[src/rtl/uart_rx.sv]
// rtl/uart_rx.sv - 16x-oversampled UART receiver with framing-error flag
module uart_rx #(
    parameter int DBIT    = 8,
    parameter int SB_TICK = 16
) (
    input  logic            clk_i,
    input  logic            reset_i,
    input  logic            rx_i,
    input  logic            s_tick_i,
    output logic [DBIT-1:0] dout_o,
    output logic            rx_done_tick_o,
    output logic            frame_err_o
);

    localparam int SW = (SB_TICK > 16) ? 5 : 4;
    localparam int NW = $clog2(DBIT);

    typedef enum logic [1:0] {IDLE, START, DATA, STOP} state_t;

    state_t          state_r, state_n;
    logic [SW-1:0]   s_r, s_n;
    logic [NW-1:0]   n_r, n_n;
    logic [DBIT-1:0] b_r, b_n;
    logic [DBIT-1:0] dout_n;
    logic            ferr_n, done_n;
    logic            rx_meta, rx_s;

    // Line idles high, so the synchronizer resets to 1 to avoid a false start bit.
    always_ff @(posedge clk_i or negedge reset_i) begin
        if (!reset_i) begin
            rx_meta <= 1'b1;
            rx_s    <= 1'b1;
        end else begin
            rx_meta <= rx_i;
            rx_s    <= rx_meta;
        end
    end

    always_ff @(posedge clk_i or negedge reset_i) begin
        if (!reset_i) begin
            state_r        <= IDLE;
            s_r            <= '0;
            n_r            <= '0;
            b_r            <= '0;
            dout_o         <= '0;
            frame_err_o    <= 1'b0;
            rx_done_tick_o <= 1'b0;
        end else begin
            state_r        <= state_n;
            s_r            <= s_n;
            n_r            <= n_n;
            b_r            <= b_n;
            dout_o         <= dout_n;
            frame_err_o    <= ferr_n;
            rx_done_tick_o <= done_n;
        end
    end

    always_comb begin
        state_n = state_r;
        s_n     = s_r;
        n_n     = n_r;
        b_n     = b_r;
        dout_n  = dout_o;
        ferr_n  = frame_err_o;
        done_n  = 1'b0;
        case (state_r)
            IDLE: begin
                if (!rx_s) begin
                    state_n = START;
                    s_n     = '0;
                end
            end
            START: begin
                // Re-check the line at mid start bit; a high level here is a glitch.
                if (s_tick_i) begin
                    if (s_r == SW'(7)) begin
                        if (!rx_s) begin
                            state_n = DATA;
                            s_n     = '0;
                            n_n     = '0;
                        end else begin
                            state_n = IDLE;
                        end
                    end else begin
                        s_n = s_r + SW'(1);
                    end
                end
            end
            DATA: begin
                if (s_tick_i) begin
                    if (s_r == SW'(15)) begin
                        s_n = '0;
                        b_n = {rx_s, b_r[DBIT-1:1]};
                        if (n_r == NW'(DBIT - 1)) begin
                            state_n = STOP;
                        end else begin
                            n_n = n_r + NW'(1);
                        end
                    end else begin
                        s_n = s_r + SW'(1);
                    end
                end
            end
            STOP: begin
                if (s_tick_i) begin
                    if (s_r == SW'(SB_TICK - 1)) begin
                        state_n = IDLE;
                        dout_n  = b_r;
                        ferr_n  = ~rx_s;
                        done_n  = 1'b1;
                    end else begin
                        s_n = s_r + SW'(1);
                    end
                end
            end
            default: state_n = IDLE;
        endcase
    end

endmodule
[config.mk]
export PLATFORM = sky130hd
export DESIGN_NAME = uart_rx
export DESIGN_NICKNAME = d
export VERILOG_FILES = /design/src/rtl/uart_rx.sv
export SDC_FILE = /design/constraint.sdc
export NUM_CORES = 1
export LEC_CHECK = 0
export ABC_CLOCK_PERIOD_IN_PS = 1600
export CAP_MARGIN = 15
export CORE_MARGIN = 1
export CORE_UTILIZATION = 35
export DETAILED_ROUTE_END_ITERATION = 8
export PLACE_DENSITY_LB_ADDON = 0.2
export SYNTH_ARGS = -nofsm -noshare
export SYNTH_HDL_FRONTEND = slang
export SYNTH_SLANG_ARGS = --single-unit
[constraint.sdc]
create_clock -name clk_i -period 1.6 [get_ports clk_i]
set_input_delay 0.32 -clock clk_i [delete_from_list [all_inputs] [get_ports clk_i]]
set_output_delay 0.32 -clock clk_i [all_outputs]
set_load 0.005 [all_outputs]
== Word-level counts from Yosys, hierarchy flattened ==
Index checks and enable logic that the tools add are counted.

* $add $sub $neg: 2
* Equal/unequal tests: 17
* Muxes and demuxes: 28
* Bitwise operators: 1
* Reduce and logical (&&, ||, !) cells: 7

{| class="wikitable"
|+ Operators by type and width
! operator !! number
|-
| two-way mux 4 bit || 7
|-
| != test 2 bit (second input constant) || 11
|-
| two-way mux 2 bit || 9
|-
| two-way mux 3 bit || 6
|-
| case mux 4 bit (4 select lines) || 1
|-
| case mux 2 bit (4 select lines) || 1
|-
| AND reduction 8 bit || 1
|-
| AND reduction 7 bit || 1
|-
| case mux 3 bit (2 select lines) || 1
|-
| AND reduction 3 bit || 2
|-
| adder 4 x 1 -> 4 bit (second input constant) || 1
|-
| == test 2 bit (second input constant) || 2
|-
| == test 4 x 3 -> 1 bit (second input constant) || 1
|-
| == test 4 bit (second input constant) || 1
|-
| AND reduction 4 bit || 1
|-
| adder 3 x 1 -> 3 bit (second input constant) || 1
|-
| == test 3 bit (second input constant) || 1
|-
| two-way mux 1 bit || 3
|-
| == test 2 x 1 -> 1 bit (second input constant) || 1
|-
| logical NOT 2 bit || 1
|-
| nonzero test 2 bit || 1
|-
| NOT 1 bit || 1
|}

* Flip-flop bits (word level): 29
* Input bits: 4
* Output and inout bits: 10

== Longest topological paths before layout ==
Gate-level depths: netlist of the first run.

* Word-level depth: 5
* Gate-level depth with buffers: 5

== Worst setup path after synthesis of the first run ==
No wires, ideal clock.

* Path kind: register to register
* From: register s_r[0]
* To: register s_r[0]
* Data arrival time: 1483 ps
* Required time: 1475 ps
* Path slack: -7 ps
* Cell stages (with the launch flop): 6
* Cells stage by stage: dfrtp_1 > ha_1 > nand2_4 > o21ai_1 > a311o_1 > mux2_2

* Longest elaborated chain between the ends: 4
* Elaborated cells on any way between the ends: 13

{| class="wikitable"
|+ RTL lines
! item !! RTL line !! RTL
|-
| from (decl) || 21 || <nowiki>logic [SW-1:0] s_r, s_n;</nowiki>
|-
| from (signal assigned) || 50 || <nowiki>s_r <= s_n;</nowiki>
|-
| adder 4 x 1 -> 4 bit (tied with other cells) || 86, 101, 113 ||
|-
| two-way mux 4 bit (on tied branches) || 107, 77, 92 ||
|-
| two-way mux 4 bit (on tied branches) || 106, 76, 91 ||
|-
| case mux 4 bit (4 select lines) || 67 || <nowiki>case (state_r)</nowiki>
|}

Parallel ways exist; a longest one is shown, timed or not. The select of a mux whose other input is x is not followed.
A chain may end at the register's enable or synchronous reset.

== Worst setup path after layout of the first run ==
* From: register s_r[0]
* To: register dout_o[3]

* Longest elaborated chain between the ends: 2

{| class="wikitable"
|+ RTL lines
! item !! RTL line !! RTL
|-
| == test 4 bit || 107 || <nowiki>if (s_r == SW'(SB_TICK - 1)) begin</nowiki>
|-
| AND reduction 3 bit (no source line) || -- ||
|-
| to (signal assigned) || 53 || <nowiki>dout_o <= dout_n;</nowiki>
|-
| to (decl) || 10 || <nowiki>output logic [DBIT-1:0] dout_o,</nowiki>
|}

Every way passes these cells.

==> flow_summary_export.csv, run 1 <==
group,metric,value,unit
synthesis,syn_inst,94,
placement,preCtsSetupSlack,-343,ps
global_route,grt_max_degree,30,
timing,fin_crit_sh,95.3,%
setup_path,critPathRequiredTime,1750,ps
synthesis,async_flop_share,100,%
clock_network,worst_setup_hold_path_clk_slew,60,ps
die,core_area,3470,sq um
synthesis,seq_area_frac_synth,55.1,%
setup_path,cp-end-kind,"flop",
timing,slew_headroom,75.7,%
timing,final-hold-violation-count,0,
routing,wirelength,2210,microns
power,leakage,0.772,nW
synthesis,synth_area,1320,sq um
setup_path,cp_cell_sequence,"ha_4 -> nand4_2 -> nor2_4 -> mux2_2",
clock_network,cts_sinks,29,
power,switching_power,0.000684,W
routing,dr.first_iter.drc_count,68,
power,combPwrFrac,27.9,%
clock_network,clock_path_buffers,2,
finish,drive_gt1_share,41.9,%
setup_path,critical_path_class,"flop to flop",
hold_path,hold_depth,0,
outcome,status,"complete, no violations",
synthesis,yosysWarningCount,0,
finish,final_nets,130,
setup_path,cp.depth,4,
die,dieArea,4020,sq um
synthesis,synth_ff_type,"dfrtp_1",
routing,vias,836,
power,p_int,0.00146,W
clock_network,post-cts-setup-buffers,0,
clock_network,cts_root_buffer,"clkbuf_8",
setup_path,slowest_stage,"dfrtp_1",
job,drv_cap,0,
clock_network,cts_tree,"built",
timing,skew,3.54,ps
synthesis,syn_area_per_cell,14.1,sq um
finish,multi_input_area,588,sq um
timing,max_slew.worst_pin.slew,364,ps
timing,hold_ws,355,ps
power,seqPwrFrac,46.4,%
placement,dp_hpwl,1530,microns
die,initial_core_util,38.1,%
routing,vias_per_cell,4.92,
placement,routabilityCongestion,0.835,
finish,layout_commonest_cell,"dfrtp_1",
synthesis,synth_edf_count,0,
global_route,grt_pass1_vias,855,
clock_network,htree_levels,2,
clock_network,clk_latency,270,ps
global_route,grt_pass1_wl,3900,microns
setup_path,crit_family,"simple AND/OR/NAND/NOR gates",
hold_path,hold_class,"flop to flop",
finish,ff_latch_area,732,sq um
global_route,grt_use_total,13.0,%
setup_path,cp.arrival,1680,ps
finish,fillCellCount,338,
power,power_density,1270,nW/um^2
finish,syn2layout_area_growth,28.3,%
die,dieWidth,63.4,microns
timing,setup_viol,0,
routing,postRouteAntennaNets,0,
timing,drv_slew,0,
power,ir_worst_vdd,0.533,mV
finish,final_cell_mix,"24 x dfrtp_1, 19 x mux2_2, 12 x clkdlybuf4s50_1, 10 x buf_4, 6 x nor2_1",
synthesis,ys_types,33,
timing,fmax,656,MHz
routing,post-route-drc-count,0,
synthesis,syn_nets,101,
finish,diodes,0,
clock_network,cts_buffers,5,
die,pin_count,14,
setup_path,start_kind,"flop",
global_route,antenna_found_initial,0,
synthesis,ys_seq_elements,29,
setup_path,slowest_delay,390,ps
setup_path,critPathBufInv,0,
power,pwr-share-clk,25.7,%
setup_path,crit_fanout,10,
timing,rsz0062_at_grt,"no",
placement,io_buffers,13,
setup_path,worstRegToRegCells,4,
timing,fin_crit,1520,ps
power,power.share.switching,31.9,%
routing,routedWlPerCell,13.0,microns
die,row_count,21,
timing,timing.final.ws_setup,75.1,ps
global_route,overflow,0,
routing,drt-pass1-iter-count,4,
setup_path,reg2reg_setup_slack,80,ps
die,die_y,63.4,microns
==> Yosys cell counts (all sizes together) (2+ instances only) <==
cell type,count,area share (%)
inv,3,0.85
o2bb2ai,2,1.3
dfstp,2,4.0
nor2,7,2.6
ha,3,2.8
mux2i,2,1.5
mux2,19,16
o21ai,3,1.1
a22o,3,2.0
nand3,2,1.1
nor4,2,3.2
dfrtp,27,51
nand2,3,1.4
buf,2,0.95
nand4,2,1.4
==> what timing repair did <==
item / in CTS / in global routing
gates resized for setup: 3 / 3
setup endpoints to repair: 10 / 6
pin swaps: 1 / 1
hold buffers: 0 / 0
cloned: 0 / 0
==> power groups by stage <==
stage	combinational (W)	sequential (W)	clock, W
6_report	0.000599	0.000995	0.000553
5_1_grt	0.000669	0.00102	0.000619
4_1_cts	0.000606	0.000986	0.000579
3_5_place_dp	0.000586	0.000988	0
3_3_place_gp	0.000575	0.000987	0
2_1_floorplan	0.000451	0.000915	0
==> per-layer routing <==
metal	vias up	routed length, microns	global-route usage, %
met5	-	0	0
met3	5	117	4.35
met2	17	1060	20.7
met1	405	995	15.1
met4	0	44	7.67
li1	409	-	-
==> through the flow <==
stage / total power, W / TNS [ps] / cells / util (%) / instance area (sq um)
3_3_place_gp: 0.00156 / -5090 / 162 / 46.0 / 1590
6_report: 0.00215 / 0 / 170 / 48.9 / 1700
4_1_cts: 0.00217 / 0 / 170 / 48.8 / 1690
3_5_place_dp: 0.00157 / -6020 / 162 / 46.0 / 1590
2_1_floorplan: 0.00137 / 0 / 94 / - / 1320
5_1_grt: 0.00230 / 0 / 170 / 48.9 / 1700
==> logic make-up (layout without fill, tap and decap cells) <==
| group | count (synthesis) | count (layout) | share of synthesized area, % |
|---|---|---|---|
| flip-flops | 29 | 29 | 55.1 |
| multiplexers | 21 | 21 | 17.7 |
| AND/OR/NAND/NOR | 21 | 21 | 13.8 |
| AO/OA/AOI/OAI | 15 | 15 | 8.71 |
| buffers and inverters | 5 | 35 | 1.80 |
| adder cells (fa/ha/maj) | 3 | 3 | 2.84 |
==> path summary, 6_finish.rpt <==
path | startpoint | end
setup / recovery | s_r[0] | dout_o[3]
min in group asynchronous | reset_i | n_r[2]
hold reg to reg | rx_meta | rx_s
setup reg to reg | s_r[0] | dout_o[3]
max in group asynchronous | reset_i | rx_s
hold / removal | rx_meta | rx_s
==> cell type report <==
type / count / share of cell area [%]
inverter: 3 / 0.664
clock buffer: 6 / 4.28
tap: 46 / 3.39
clock inverter: 2 / 0.590
timing repair buffer: 24 / 13.2
multi-input combinational: 60 / 34.7
sequential: 29 / 43.2
==> sequential cells by signal, indices dropped and copies added (netlist names), named ones only <==
name and flops:
n_r 3, frame_err_o 1, rx_done_tick_o 1, s_r 4
rx_meta 1, state_r 1, b_r 8, rx_s 1
dout_o 8
==> worst reg2reg max path: stages (launching register included) <==
cell	delay, ps
dfrtp_1	390
ha_4	200
nand4_2	140
nor2_4	290
mux2_2	380
Note: power is estimated with default switching activity, not from simulation.
==> run 2, diff against run 1 <==
--- a/config.mk
+++ b/config.mk
@@ -8,9 +8,11 @@
 export ABC_CLOCK_PERIOD_IN_PS = 1600
 export CAP_MARGIN = 15
 export CORE_MARGIN = 1
-export CORE_UTILIZATION = 35
+export CORE_UTILIZATION = 49
 export DETAILED_ROUTE_END_ITERATION = 8
+export GPL_ROUTABILITY_DRIVEN = 0
 export PLACE_DENSITY_LB_ADDON = 0.2
 export SYNTH_ARGS = -nofsm -noshare
 export SYNTH_HDL_FRONTEND = slang
 export SYNTH_SLANG_ARGS = --single-unit
+export TNS_END_PERCENT = 1
==> flow_summary_export.csv, run 2 (synthesized netlist as in run 1, its figures left out) <==
group,metric,value,unit
outcome,status,"complete, no violations",
finish,post-route-util,65.2,%
timing,fin_setup_tns,0,ps
clock_network,cts_buffers,5,
finish,final_cell_count_no_fill,154,
routing,wirelength,2150,microns
die,pin_count,14,
die,row_count,18,
global_route,grt_use_total,17.9,%
setup_path,critPathBufInv,2,
timing,setup_viol,0,
global_route,use_met2,26.7,%
global_route,grt_pass1_wl,3530,microns
timing,max_slew.worst_pin.slew,350,ps
die,initial_core_util,52.4,%
routing,routedWlPerCell,13.9,microns
routing,vias,849,
clock_network,clock_path_buffers,2,
setup_path,cp.arrival,1750,ps
hold_path,hold_class,"flop to flop",
power,power_density,1190,nW/um^2
finish,final_cell_area,1640,sq um
finish,layout_commonest_cell,"dfrtp_1",
placement,dp_cells,145,
global_route,grt_max_degree,30,
finish,multi_input_area,578,sq um
global_route,antenna_found_initial,0,
clock_network,clk_latency,320,ps
finish,final_cell_mix,"27 x dfrtp_1, 19 x mux2_2, 13 x clkdlybuf4s50_1, 9 x buf_4, 6 x nor2_1",
power,leakage,0.764,nW
timing,rsz0062_at_grt,"yes",
timing,final-hold-violation-count,0,
timing,hold_ws,339,ps
setup_path,critical_path_class,"input pin to flop",
clock_network,cts_sinks,29,
setup_path,worstRegToRegCells,5,
global_route,grt_use_met3,7.34,%
finish,top_regs,"b_r: 8 flops, dout_o: 8 flops, s_r: 4 flops",
placement,dp_hpwl,1530,microns
global_route,grt_pass1_vias,789,
global_route,top_usage_layer,"met2",
routing,postRouteAntennaNets,0,
clock_network,worst_setup_hold_path_clk_slew,100,ps
hold_path,hold_depth,0,
clock_network,htree_levels,2,
timing,fin_crit_sh,97.6,%
setup_path,cp.depth,5,
timing,skew,16.4,ps
routing,post-route-drc-count,0,
setup_path,crit_fanout,10,
die,dieArea,2910,sq um
setup_path,critPathRequiredTime,1790,ps
finish,drive_gt1_share,39.5,%
routing,drt-pass1-iter-count,5,
routing,vias_per_cell,5.51,
timing,drv_slew,0,
setup_path,slowest_delay,600,ps
die,core_area,2520,sq um
finish,ff_latch_area,728,sq um
clock_network,holdBufCountCts,0,
global_route,met1_usage,22.3,%
power,ir_worst_vdd,0.865,mV
die,die_y,53.9,microns
placement,io_buffers,13,
setup_path,cp-end-kind,"flop",
job,drv_cap,0,
setup_path,cp_cell_sequence,"clkdlybuf4s50_1 -> nand4_2 -> nor2_4 -> buf_12 -> mux2_2",
timing,slew_headroom,76.7,%
placement,placed_cell_area,1570,sq um
finish,syn2layout_area_growth,24.4,%
setup_path,crit_family,"buffers and inverters",
clock_network,cts_tree,"built",
timing,fmax,640,MHz
global_route,overflow,0,
setup_path,slowest_stage,"clkdlybuf4s50_1",
finish,diodes,0,
clock_network,cts_root_buffer,"clkbuf_4",
setup_path,start_kind,"input pin",
finish,fillCellCount,197,
timing,fin_crit,1560,ps
die,dieWidth,53.9,microns
finish,final_nets,130,
routing,dr.first_iter.drc_count,11,
[run 2: changes by cell type in the layout (fill, tap and decap cells not counted), sizes merged]
cell,delta
clkdlybuf4s50,+1
dlygate4sd2,-1
[run 2: final timing paths]
| check | startpoint | to | slack [ps] |
|---|---|---|---|
| setup / recovery | s_tick_i | dout_o[6] | 40 |
| hold / removal | rx_meta | rx_s | 340 |
| setup reg to reg | s_r[0] | dout_o[6] | 80 |
| hold reg to reg | rx_meta | rx_s | 340 |
| max in group asynchronous | reset_i | rx_meta | 910 |
| min in group asynchronous | reset_i | n_r[2] | 360 |
[run 2: per-layer routing]
layer,up-vias,part of all wire (%)
met5,-,0
met4,0,1.3
met3,4,4.6
met2,17,47
met1,417,47
li1,411,-
[run 2: area by class of cell]
cell class	count	share of cell area, %
tap	30	2.28
timing repair buffer	24	14.5
sequential	29	44.3
multi-input combinational	60	35.2
inverter	3	0.685
clock buffer	6	2.51
clock inverter	2	0.609
[run 2: what timing repair did]
| item | CTS | global route |
|---|---|---|
| pin swaps | 2 | 2 |
| setup endpoints to repair | 2 | 9 |
| gates resized for setup | 1 | 0 |
| setup buffers | 0 | 1 |
[run 2: through the flow]
stage | worst slack [ps] | power [W]
floorplan | 32.1 | 0.00137
global placement | -259 | 0.00155
detailed placement | -320 | 0.00157
CTS | 14.1 | 0.00199
global route | -20.8 | 0.00211
finish | 38.3 | 0.00196
[run 2: report_power, final]
group,total (W),internal (W),switching (W)
sequential,0.000976,0.000828,0.000148
combinational,0.000581,0.000310,0.000270
clock,0.000406,0.000167,0.000239
total,0.00196,0.00130,0.000657
